--- src/rtl/rf_wb_arbiter.sv ---
// Register-file write-port controller: round-robin ALU/load writeback, zero-init of x1..x31,
// and a pending-write scoreboard that raises read-after-write hazards for decode.
module rf_wb_arbiter (
   input  logic        clk,
   input  logic        rst_n,
   input  logic        clr_req_i,
   input  logic        alu_valid_i,
   input  logic [4:0]  alu_rd_i,
   input  logic [31:0] alu_data_i,
   output logic        alu_ready_o,
   input  logic        ld_valid_i,
   input  logic [4:0]  ld_rd_i,
   input  logic [31:0] ld_data_i,
   output logic        ld_ready_o,
   input  logic        iss_valid_i,
   input  logic [4:0]  iss_rd_i,
   input  logic [4:0]  rs1_i,
   input  logic [4:0]  rs2_i,
   output logic        hz_rs1_o,
   output logic        hz_rs2_o,
   output logic        we3_o,
   output logic [4:0]  ad3_o,
   output logic [31:0] wd3_o,
   output logic        init_done_o
);

   typedef enum logic {StClear, StRun} state_e;

   state_e      state_q, state_d;
   logic [4:0]  cnt_q, cnt_d;
   logic        rr_q, rr_d;  // 1: load was granted last
   logic [31:0] busy_q, busy_d;
   logic        we3_q, we3_d;
   logic [4:0]  ad3_q, ad3_d;
   logic [31:0] wd3_q, wd3_d;

   logic        run;
   logic        alu_gnt, ld_gnt, gnt;
   logic [4:0]  gnt_rd;
   logic [31:0] gnt_data;

   assign run = (state_q == StRun);

   // A clear request steals the cycle, so nobody is granted while it is pending.
   always_comb begin
      alu_gnt = 1'b0;
      ld_gnt  = 1'b0;
      if (run && !clr_req_i) begin
         if (alu_valid_i && ld_valid_i) begin
            alu_gnt = rr_q;
            ld_gnt  = ~rr_q;
         end else begin
            alu_gnt = alu_valid_i;
            ld_gnt  = ld_valid_i;
         end
      end
      gnt      = alu_gnt | ld_gnt;
      gnt_rd   = ld_gnt ? ld_rd_i : alu_rd_i;
      gnt_data = ld_gnt ? ld_data_i : alu_data_i;
   end

   always_comb begin
      state_d = state_q;
      cnt_d   = cnt_q;
      rr_d    = rr_q;
      busy_d  = busy_q;
      we3_d   = 1'b0;
      ad3_d   = ad3_q;
      wd3_d   = wd3_q;
      unique case (state_q)
         StClear: begin
            we3_d = 1'b1;
            ad3_d = cnt_q;
            wd3_d = '0;
            cnt_d = cnt_q + 5'd1;
            if (cnt_q == 5'd31) state_d = StRun;
         end
         StRun: begin
            if (clr_req_i) begin
               state_d = StClear;
               cnt_d   = 5'd1;
               busy_d  = '0;
            end else begin
               if (gnt) begin
                  we3_d          = (gnt_rd != 5'd0);
                  ad3_d          = gnt_rd;
                  wd3_d          = gnt_data;
                  rr_d           = ld_gnt;
                  busy_d[gnt_rd] = 1'b0;
               end
               // Issue after clear: a newer producer for the same rd stays outstanding.
               if (iss_valid_i && (iss_rd_i != 5'd0)) busy_d[iss_rd_i] = 1'b1;
            end
         end
      endcase
      busy_d[0] = 1'b0;
   end

   always_ff @(posedge clk or negedge rst_n) begin
      if (!rst_n) begin
         state_q <= StClear;
         cnt_q   <= 5'd1;
         rr_q    <= 1'b0;
         busy_q  <= '0;
         we3_q   <= 1'b0;
         ad3_q   <= '0;
         wd3_q   <= '0;
      end else begin
         state_q <= state_d;
         cnt_q   <= cnt_d;
         rr_q    <= rr_d;
         busy_q  <= busy_d;
         we3_q   <= we3_d;
         ad3_q   <= ad3_d;
         wd3_q   <= wd3_d;
      end
   end

   assign alu_ready_o = alu_gnt;
   assign ld_ready_o  = ld_gnt;
   assign hz_rs1_o    = ~run | busy_q[rs1_i];
   assign hz_rs2_o    = ~run | busy_q[rs2_i];
   assign we3_o       = we3_q;
   assign ad3_o       = ad3_q;
   assign wd3_o       = wd3_q;
   assign init_done_o = run;

endmodule

--- config.mk ---
export PLATFORM = sky130hd
export DESIGN_NAME = rf_wb_arbiter
export DESIGN_NICKNAME = d
export VERILOG_FILES = /design/src/rtl/rf_wb_arbiter.sv
export SDC_FILE = /design/constraint.sdc
export NUM_CORES = 1
export LEC_CHECK = 0
export BUFFER_PORTS_ARGS = -buffer_cell sky130_fd_sc_hd__buf_2
export CORE_MARGIN = 5
export CORE_UTILIZATION = 38
export DETAILED_ROUTE_END_ITERATION = 10
export PLACE_DENSITY = 0.61
export SYNTH_ARGS = -nofsm -noshare
export SYNTH_HDL_FRONTEND = slang
export SYNTH_SLANG_ARGS = --single-unit
--- constraint.sdc ---
create_clock -name clk -period 1.9 [get_ports clk]
set_clock_uncertainty 0.15 [all_clocks]
set_input_delay 0.19 -clock clk [delete_from_list [all_inputs] [get_ports clk]]
set_output_delay 0.19 -clock clk [all_outputs]
set_load 0.02 [all_outputs]
* Word-level counts from Yosys, hierarchy flattened
Index checks and enable logic that the tools add are counted.
Storage, ports and cells: flip-flop bits (word level) 76, bits of input ports 95, output and inout port bits 43, word-level logic and storage cells 70
Cells by class: add/subtract/negate cells 1, magnitude comparators 6, equal/unequal tests 4, muxes and demuxes 33, bitwise gates (word level) 9, reduce and logical (&&, ||, !) cells 10
Operators by type and width (count):
- 32-bit 2-to-1 mux | 8
- 32-bit case mux with 2 select lines | 1
- 32-bit AND | 1
- 32-bit inverter | 1
- 32-bit bitwise OR | 1
- 5-bit by 6-bit < comparator with 1-bit output, second input constant | 4
- 5-bit 2-to-1 mux | 4
- 5-bit case mux with 2 select lines | 2
- 1-bit 2-to-1 mux | 12
- 1-bit binary-select mux with 5-bit select | 2
- 1-bit demux with 5-bit select | 2
- 5-bit by 1-bit >= comparator with 1-bit output, second input constant | 2
- 5-bit nonzero test | 2
- 5-bit by 1-bit adder with 5-bit output, second input constant | 1
- 5-bit == test, second input constant | 1
- 1-bit logical AND | 5
- 2-bit != test, second input constant | 2
- 1-bit case mux with 2 select lines | 2
- 1-bit inverter | 3
- 1-bit bitwise OR | 3
- 3-bit AND reduction | 1
- 2-bit by 1-bit != test with 1-bit output, second input constant | 1
- 2-bit AND reduction | 1
- 1-bit zero test | 1

* Longest topological paths before layout
Gate-level depths: netlist (run 1).
word-level depth 16, mapped depth 7, depth with buffers taken out 6

* Least setup slack after synthesis (run 1)
No wires, ideal clock.
path kind register to register, from register state_q, in the netlist init_done_o, to register busy_q[13], arrival 1.630 ns, slack -0.004 ns, cell stages (with the launch flop) 8, buffers on the path 1, period minus slack after synthesis 1.904 ns, path through dfrtp_1 nor2b_1 buf_2 nand2_4 inv_4 mux2_2 o211ai_1 nand2_1
Between the ends: longest elaborated chain between the ends 15, elaborated cells on any way between the ends 18, those cells by class order compare: 2; mux: 10; bitwise: 4; reduce/logical: 2
RTL lines:
- start: declaration | line 29 | state_e state_q, state_d;
- start signal: assignment | line 101 | state_q <= StClear;
- start signal: assignment | line 109 | state_q <= state_d;
- 1-bit logical AND * | line 48 | if (run && !clr_req_i) begin
- 1-bit 2-to-1 mux * | line 48
- net ld_ready_o | line 14 | output logic ld_ready_o,
- 5-bit 2-to-1 mux | line 58 | gnt_rd = ld_gnt ? ld_rd_i : alu_rd_i;
- 5-bit by 6-bit < comparator with 1-bit output (implied by the code) / 5-bit by 1-bit >= comparator with 1-bit output (equally long branches) | line 89 | busy_d[gnt_rd] = 1'b0;
- 1-bit logical AND (implied by the code) | line 89
- 1-bit 2-to-1 mux (implied by the code) | line 89
- 1-bit demux with 5-bit select | line 89
- 32-bit inverter (no line)
- 32-bit AND (no line)
- 32-bit 2-to-1 mux * | line 84 | if (gnt) begin
- 32-bit 2-to-1 mux * | line 79 | if (clr_req_i) begin
- 32-bit 2-to-1 mux * | line 70 | unique case (state_q)
- 32-bit bitwise OR (no line)
- 32-bit 2-to-1 mux * | line 92 | if (iss_valid_i && (iss_rd_i != 5'd0)) busy_d[iss_rd_i] = 1'b1;
- 32-bit 2-to-1 mux * | line 79
- end signal: assignment | line 112 | busy_q <= busy_d;
- end: declaration | line 32 | logic [31:0] busy_q, busy_d;
The timed path passes the listed nets; every way through them passes the cells marked *. The select of a mux whose other input is x is not followed. A chain may end at the register's enable or synchronous reset.

* Worst setup path in the final report (run 1)
from register busy_q[23], to output hz_rs2_o
Between the ends: longest elaborated chain between the ends 3
RTL lines:
- 1-bit binary-select mux with 5-bit select | line 122 | assign hz_rs2_o = ~run | busy_q[rs2_i];
- 1-bit 2-to-1 mux (implied by the code) | line 122
- 1-bit bitwise OR | line 122
- end: declaration | line 20 | output logic hz_rs2_o,
No other way between the ends. The select of a mux whose other input is x is not followed.

==> results.ini, run 1 <==
[critical_path]
rr_startpoint=rr_q
worstPathMaxFanout=3
slack_of_the_worst_reg_to_reg_path_ns=0.04
critical_path.reg2reg.endpoint=busy_q[16]
timing_worst_setup_path_type=reg2out
path_cells=mux4_2 > and3b_1 > a31oi_1 > o2111ai_1 > o31a_1 > buf_6
crit_path_max_incr_delay_ns=0.48
worstRegToRegCells=6
worst_ep_arrival_time_ns=1.94
endpoint_kind=output pin
critical-path-slowest-cell=sky130_fd_sc_hd__mux4_2
critPathLaunchType=flop
worst-endpoint-required_ns=1.56

[pwr]
sw_frac_of_total=0.320
net-switching-power_mw=1.80
cellLeakagePower_nw=3.18
vdd_ir_drop_max_v=0.000433
power.share.combinational=0.309
clock_power_share=0.304
power.internal_mw=3.83
post_layout_power_mw=5.63
p_seq_frac=0.387
powerDensity_nw_per_um2=878

[route]
detail_route.iter0.violations=271
routedWlPerCell_um=18.1
detailedRoute.firstPassIterationCount=5
dr_total_vias=4455
drt_wl_total_um=14500
antenna_violating_nets_left=0
routed_via_density=5.58
route.detailed.drc=0

[place]
gp_congestion=0.935
place_hpwl_um=10700
buffer_ports.inserted=137
placed_cell_count=751

[finish]
finalNetCount=743
layout-drive-gt1-share=0.363
layout-area-overhead-vs-synth_pct=37.8
final_cells=799
fillers=1079

[status]
failed_checks=negative setup slack
outcome=finished with violations

[cts]
cts.path.max_buffers=2
clockRootBuffer=sky130_fd_sc_hd__clkbuf_16
clock_pin_slew_on_the_worst_setup_and_hold_paths_ns=0.06
htree_num_levels=3
numCtsBuffers=9
number_of_sinks_handled_by_clock_tree_synthesis=76
clock_latency_ns=0.33
cts_tree=built

[timing]
worstMarginPinSlew_ns=0.454
fmax_ghz=0.438
fin_crit_ns=2.28
worst_slack_ns=-0.385
rsz_0062_raised_after_global_routing=yes
report.final.hold_viol_count=0
tightest_slew_margin_relative_to_the_limit=0.688
timing_max_transition_violations_final=0
final.hold.worst_slack_ns=0.00278
period_utilization_post_route=1.20
setup_violations=2

[synth]
synth_top_cells_by_area=sky130_fd_sc_hd__dfrtp_1, sky130_fd_sc_hd__mux2i_1, sky130_fd_sc_hd__mux4_2, sky130_fd_sc_hd__nand3_1, sky130_fd_sc_hd__o21ai_0
synth.cell_area_um2=4650
syn_nets=561
async_reset_ff_frac=1.00
yosys_most_used_dff=sky130_fd_sc_hd__dfrtp_1
postSynthRegisterBits=76
synth_warnings=0
postSynthAreaPerCell_um2=10.0
synthCells=464
synth.yosys.seq_area_share=0.409
synth.most_common_cell=sky130_fd_sc_hd__dfrtp_1
synth_top_area_frac=0.403
synth-edff-count=0
yosysTopAreaCell=sky130_fd_sc_hd__dfrtp_1
synth.lib_cells_used.distinct=51
synth.cells.most_frequent=sky130_fd_sc_hd__dfrtp_1, sky130_fd_sc_hd__mux2i_1, sky130_fd_sc_hd__nand3_1

[die]
initial_core_util=0.387
die_height_um=121
die_w_um=121
num_rows=40
number_of_top_level_pins=138
fp.dieArea_um2=14600
core_area_um2=12000

[hold_path]
hold_path_depth=3
hold_path_end=wd3_o[22]
hp-class=in2reg
hold_start=ld_data_i[22]

[job]
max_cap_viol_count=0

[grt]
largest_net_degree_at_the_start_of_global_routing=77
grt_use_total=0.202
overflow=0
grt_first_pass_wirelength_um=23400
antenna_found_initial=2
grt_pass1_vias=4539

==> cells by family (layout without fill, tap and decap cells) <==
family,count (synthesis),after routing,share of synthesized area
compound gates,149,149,0.228
simple gates,112,112,0.125
flops,76,76,0.409
mux,64,64,0.176
buf+inv,60,247,0.0549
fa+ha+maj,2,2,0.00538
xor+xnor,1,1,0.00188
other cells,0,1,0
==> power by group through the flow <==
stage / Sequential (mW) / Combinational [mW] / Clock, mW
finish: 2.18 / 1.74 / 1.71
CTS: 2.17 / 1.69 / 1.74
global route: 2.23 / 1.93 / 1.82
global placement: 2.18 / 1.60 / 0
detailed placement: 2.20 / 1.63 / 0
floorplan: 2.24 / 0.952 / 0
==> registers in the layout, summed over array words and instances (netlist names) <==
register and cells:
busy_q 31, wd3_o 32, cnt_q 5, rr_q 1
we3_o 1, ad3_o 5, init_done_o 1
==> per-stage QoR <==
stage          utilization  worst slack [ns]  TNS [ns]  cell area [um^2]
2_1_floorplan            -            0.0655         0              4650
3_3_place_gp         0.477           -0.0547   -0.0547              5730
3_5_place_dp         0.477           -0.0660   -0.0725              5730
4_1_cts              0.518            -0.393    -0.754              6230
5_1_grt              0.534            -0.444     -1.01              6410
6_report             0.534            -0.385    -0.745              6410
==> worst max path at each step <==
stage | from | end | slack (ns)
6_report | busy_q[23] | hz_rs2_o | -0.38
5_1_grt | busy_q[23] | hz_rs1_o | -0.44
4_1_cts | busy_q[23] | hz_rs2_o | -0.39
3_5_place_dp | rs2_i[0] | hz_rs2_o | -0.07
3_3_place_gp | rs2_i[0] | hz_rs2_o | -0.05
2_1_floorplan | init_done_o | busy_q[13] | 0.07
==> metal layers <==
| metal | up-vias | routed length (um) | share of wire | GRT usage |
|---|---|---|---|---|
| met5 | - | 7 | 0.00048 | 0 |
| met4 | 2 | 277 | 0.019 | 0.0737 |
| met2 | 186 | 6720 | 0.46 | 0.315 |
| met1 | 2101 | 6040 | 0.42 | 0.264 |
| met3 | 22 | 1410 | 0.098 | 0.0631 |
| li1 | 2144 | - | - | - |
==> final cells by class <==
| cell class | count | area, um^2 | share of cell area |
|---|---|---|---|
| Inverter | 25 | 106 | 0.0166 |
| Tap cell | 147 | 184 | 0.0287 |
| Clock buffer | 12 | 246 | 0.0385 |
| Timing Repair Buffer | 206 | 1380 | 0.215 |
| Multi-Input combinational cell | 328 | 2540 | 0.396 |
| Antenna cell | 1 | 2.50 | 0.000390 |
| Clock inverter | 4 | 48.8 | 0.00761 |
| Sequential cell | 76 | 1910 | 0.297 |
==> placed cells by master, fill, tap and decap left out, types with 3 or more instances in the layout <==
cell type | Yosys | final
sky130_fd_sc_hd__clkbuf_16 | 0 | 10
sky130_fd_sc_hd__o2bb2ai_1 | 10 | 10
sky130_fd_sc_hd__o221ai_1 | 18 | 18
sky130_fd_sc_hd__nand4_1 | 4 | 4
sky130_fd_sc_hd__and3_1 | 3 | 3
sky130_fd_sc_hd__mux4_2 | 14 | 14
sky130_fd_sc_hd__buf_4 | 5 | 41
sky130_fd_sc_hd__o21ai_0 | 36 | 35
sky130_fd_sc_hd__o211ai_1 | 6 | 6
sky130_fd_sc_hd__or3_1 | 4 | 4
sky130_fd_sc_hd__a21oi_2 | 2 | 3
sky130_fd_sc_hd__nor2_1 | 11 | 11
sky130_fd_sc_hd__nor2b_1 | 6 | 5
sky130_fd_sc_hd__buf_12 | 0 | 5
sky130_fd_sc_hd__nand3b_1 | 5 | 5
sky130_fd_sc_hd__dlygate4sd3_1 | 0 | 18
sky130_fd_sc_hd__nand3_1 | 45 | 44
sky130_fd_sc_hd__nand2b_1 | 4 | 4
sky130_fd_sc_hd__inv_1 | 23 | 23
sky130_fd_sc_hd__a21oi_1 | 28 | 27
sky130_fd_sc_hd__buf_2 | 7 | 134
sky130_fd_sc_hd__nor3_1 | 6 | 6
sky130_fd_sc_hd__a211o_1 | 14 | 14
sky130_fd_sc_hd__buf_6 | 0 | 6
sky130_fd_sc_hd__dfrtp_1 | 75 | 73
sky130_fd_sc_hd__nand2_1 | 18 | 18
sky130_fd_sc_hd__a31oi_1 | 3 | 3
sky130_fd_sc_hd__o2111ai_1 | 3 | 3
sky130_fd_sc_hd__a21o_1 | 12 | 12
sky130_fd_sc_hd__mux2i_1 | 48 | 48
==> worst max-delay path, delay by kind of cell (launching register included) <==
| kind | cells | cell delay, ns |
|---|---|---|
| mux | 1 | 0.48 |
| compound gates | 3 | 0.42 |
| flops | 1 | 0.39 |
| buf+inv | 1 | 0.13 |
| simple gates | 1 | 0.18 |
==> timing repair <==
action                                  CTS  global route
pin swaps                                 2             5
gates cloned                              0             1
hold buffers                             18             0
setup buffers                             1            11
endpoints found under the setup margin    2            28
gates resized for setup                   4            18
endpoints found under the hold margin    87             0
(Power assumes the default switching activity.)
==> run 2: changes to the inputs <==
--- a/config.mk
+++ b/config.mk
@@ -10,6 +10,7 @@
 export CORE_UTILIZATION = 38
 export DETAILED_ROUTE_END_ITERATION = 10
 export PLACE_DENSITY = 0.61
+export SETUP_SLACK_MARGIN = 0.15
 export SYNTH_ARGS = -nofsm -noshare
 export SYNTH_HDL_FRONTEND = slang
 export SYNTH_SLANG_ARGS = --single-unit
==> results.ini, run 2 (synthesized netlist as in run 1, its figures left out) <==
[cts]
cts_tree=built  ; unchanged
numCtsBuffers=9  ; unchanged
clock_latency_ns=0.33  ; about the same
cts.path.max_buffers=2  ; unchanged
htree_num_levels=3  ; unchanged
clock_pin_slew_on_the_worst_setup_and_hold_paths_ns=0.06  ; about the same
number_of_sinks_handled_by_clock_tree_synthesis=76  ; unchanged
clockRootBuffer=sky130_fd_sc_hd__clkbuf_16  ; unchanged

[die]
die_height_um=121  ; unchanged
fp.dieArea_um2=14600  ; unchanged
num_rows=40  ; unchanged
core_area_um2=12000  ; unchanged
initial_core_util=0.387  ; unchanged
die_w_um=121  ; unchanged
number_of_top_level_pins=138  ; unchanged

[finish]
final_cells=838  ; was 799
number_of_flip_flops_under_the_largest_register_name=32  ; unchanged
layout-drive-gt1-share=0.441  ; was 0.363
multi_input_area_um2=2930  ; was 2540 um^2
most-common-layout-cells=sky130_fd_sc_hd__buf_2, sky130_fd_sc_hd__dfrtp_1, sky130_fd_sc_hd__dlygate4sd3_1  ; was sky130_fd_sc_hd__buf_2, sky130_fd_sc_hd__dfrtp_1, sky130_fd_sc_hd__mux2i_1
fillers=981  ; was 1079
finalNetCount=784  ; was 743
layout-area-overhead-vs-synth_pct=56.9  ; was 37.8%
mostFrequentLayoutCell=sky130_fd_sc_hd__buf_2  ; unchanged
seq_area_um2=1910  ; unchanged
n_diodes=0  ; was 1

[hold_path]
hold_start=ld_data_i[25]  ; was ld_data_i[22]
hold_path_depth=3  ; unchanged
hold_path_end=wd3_o[25]  ; was wd3_o[22]
hp-class=in2reg  ; unchanged

[timing]
fin_crit_ns=2.24  ; was 2.28 ns
rsz_0062_raised_after_global_routing=yes  ; unchanged
report.final.hold_viol_count=4  ; was 0
worst_slack_ns=-0.344  ; was -0.385 ns
period_utilization_post_route=1.18  ; was 1.20
timing_max_transition_violations_final=0  ; unchanged
fmax_ghz=0.446  ; was 0.438 GHz
worstMarginPinSlew_ns=0.430  ; was 0.454 ns
tightest_slew_margin_relative_to_the_limit=0.713  ; was 0.688
final.hold.worst_slack_ns=-0.0122  ; was 0.00278 ns
setup_violations=2  ; unchanged

[grt]
grt_pass1_vias=4845  ; was 4539
largest_net_degree_at_the_start_of_global_routing=52  ; was 77
antenna_found_initial=1  ; was 2
grt_first_pass_wirelength_um=25300  ; was 23400 um
grt_use_total=0.218  ; was 0.202
overflow=0  ; unchanged

[pwr]
powerDensity_nw_per_um2=834  ; was 878 nW/um^2
cellLeakagePower_nw=3.37  ; was 3.18 nW
vdd_ir_drop_max_v=0.000420  ; was 0.000433 V

[status]
failed_checks=negative hold slack, negative setup slack  ; was negative setup slack
outcome=finished with violations  ; unchanged

[route]
dr_total_vias=4811  ; was 4455
detailedRoute.firstPassIterationCount=7  ; was 5
route.detailed.drc=0  ; unchanged
maxUsedRoutingLayer=met5  ; unchanged
drt_wl_total_um=16300  ; was 14500 um
met3RoutedLength_um=1460  ; was 1410 um
detailed_route_wirelength_on_metal2_um=7800  ; was 6720 um
detail_route.iter0.violations=276  ; was 271
antenna_violating_nets_left=0  ; unchanged
wl_met1_um=6690  ; was 6040 um
routedWlPerCell_um=19.5  ; was 18.1 um
routed_via_density=5.74  ; was 5.58

[critical_path]
worstPathMaxFanout=3  ; unchanged
rr_startpoint=rr_q  ; unchanged
timing_worst_setup_path_type=reg2out  ; unchanged
critical_path.reg2reg.endpoint=we3_o  ; was busy_q[16]
critPathLaunchType=flop  ; unchanged
worst-endpoint-required_ns=1.56  ; about the same
worst_ep_arrival_time_ns=1.90  ; was 1.94 ns
worstRegToRegCells=7  ; was 6
endpoint_kind=output pin  ; unchanged
slack_of_the_worst_reg_to_reg_path_ns=0.02  ; was 0.04 ns

[job]
max_cap_viol_count=0  ; unchanged

[place]
place_worst_setup_slack_ns=-0.105  ; was -0.0660 ns
placed_cell_count=755  ; was 751
buffer_ports.inserted=137  ; unchanged
gp_congestion=0.904  ; was 0.935
place_hpwl_um=11000  ; was 10700 um

run 2: worst max-delay path by stage:
stage                           from       end  slack, ns  cells past startpoint
final                     busy_q[23]  hz_rs2_o      -0.34                      6
after global routing      busy_q[23]  hz_rs2_o      -0.40                      6
after CTS                 busy_q[23]  hz_rs2_o      -0.36                      6
after detailed placement    rs2_i[0]  hz_rs2_o      -0.11                      6
after global placement      rs2_i[0]  hz_rs2_o      -0.06                      6
after floorplan           busy_q[19]  hz_rs2_o       0.15                      5
run 2: layout make-up:
type                    instances  area share
clock buffers                  11      0.0333
clock inverters                 4      0.0101
inverters                      25      0.0146
multi-input cells             328       0.401
flip-flops and latches         76       0.261
well taps                     147      0.0252
repair buffers                247       0.255
run 2: stage by stage:
step	total power [mW]	hold slack (ns)	setup TNS (ns)	cell area, um^2	util
2_1_floorplan	3.21	-0.256	0	4710	-
3_3_place_gp	3.82	0.0162	-0.0586	5760	0.480
3_5_place_dp	3.85	0.0112	-0.127	5760	0.480
4_1_cts	5.89	0.000568	-0.694	6860	0.571
5_1_grt	6.40	0.00351	-0.842	7300	0.608
6_report	6.09	-0.0122	-0.661	7300	0.608
run 2: per-layer routing:
layer  vias to the layer above  global-route usage
met5                         -                   0
met4                         2              0.0708
met3                        32              0.0725
met2                       239               0.349
met1                      2313               0.279
li1                       2225                   -
run 2: what timing repair did:
| item | CTS | global route |
|---|---|---|
| endpoints found under the hold margin | 53 | 0 |
| endpoints found under the setup margin | 35 | 71 |
| hold buffers | 45 | 0 |
| resized for setup | 76 | 65 |
| cloned | 0 | 4 |
| buffers inserted | 8 | 11 |
| pin swaps | 28 | 32 |
run 2: power breakdown:
group	internal, mW	switching [mW]	leakage, nW
Clock	1.18	0.652	0.156
Sequential	1.92	0.256	0.875
Combinational	1.05	1.03	2.34
run 2: worst max-delay path: stages (launching register included):
cell	delay, ns
sky130_fd_sc_hd__dfrtp_1	0.40
sky130_fd_sc_hd__mux4_2	0.48
sky130_fd_sc_hd__and3b_1	0.17
sky130_fd_sc_hd__a31oi_1	0.14
sky130_fd_sc_hd__o2111ai_1	0.11
sky130_fd_sc_hd__o31a_1	0.13
sky130_fd_sc_hd__buf_6	0.14
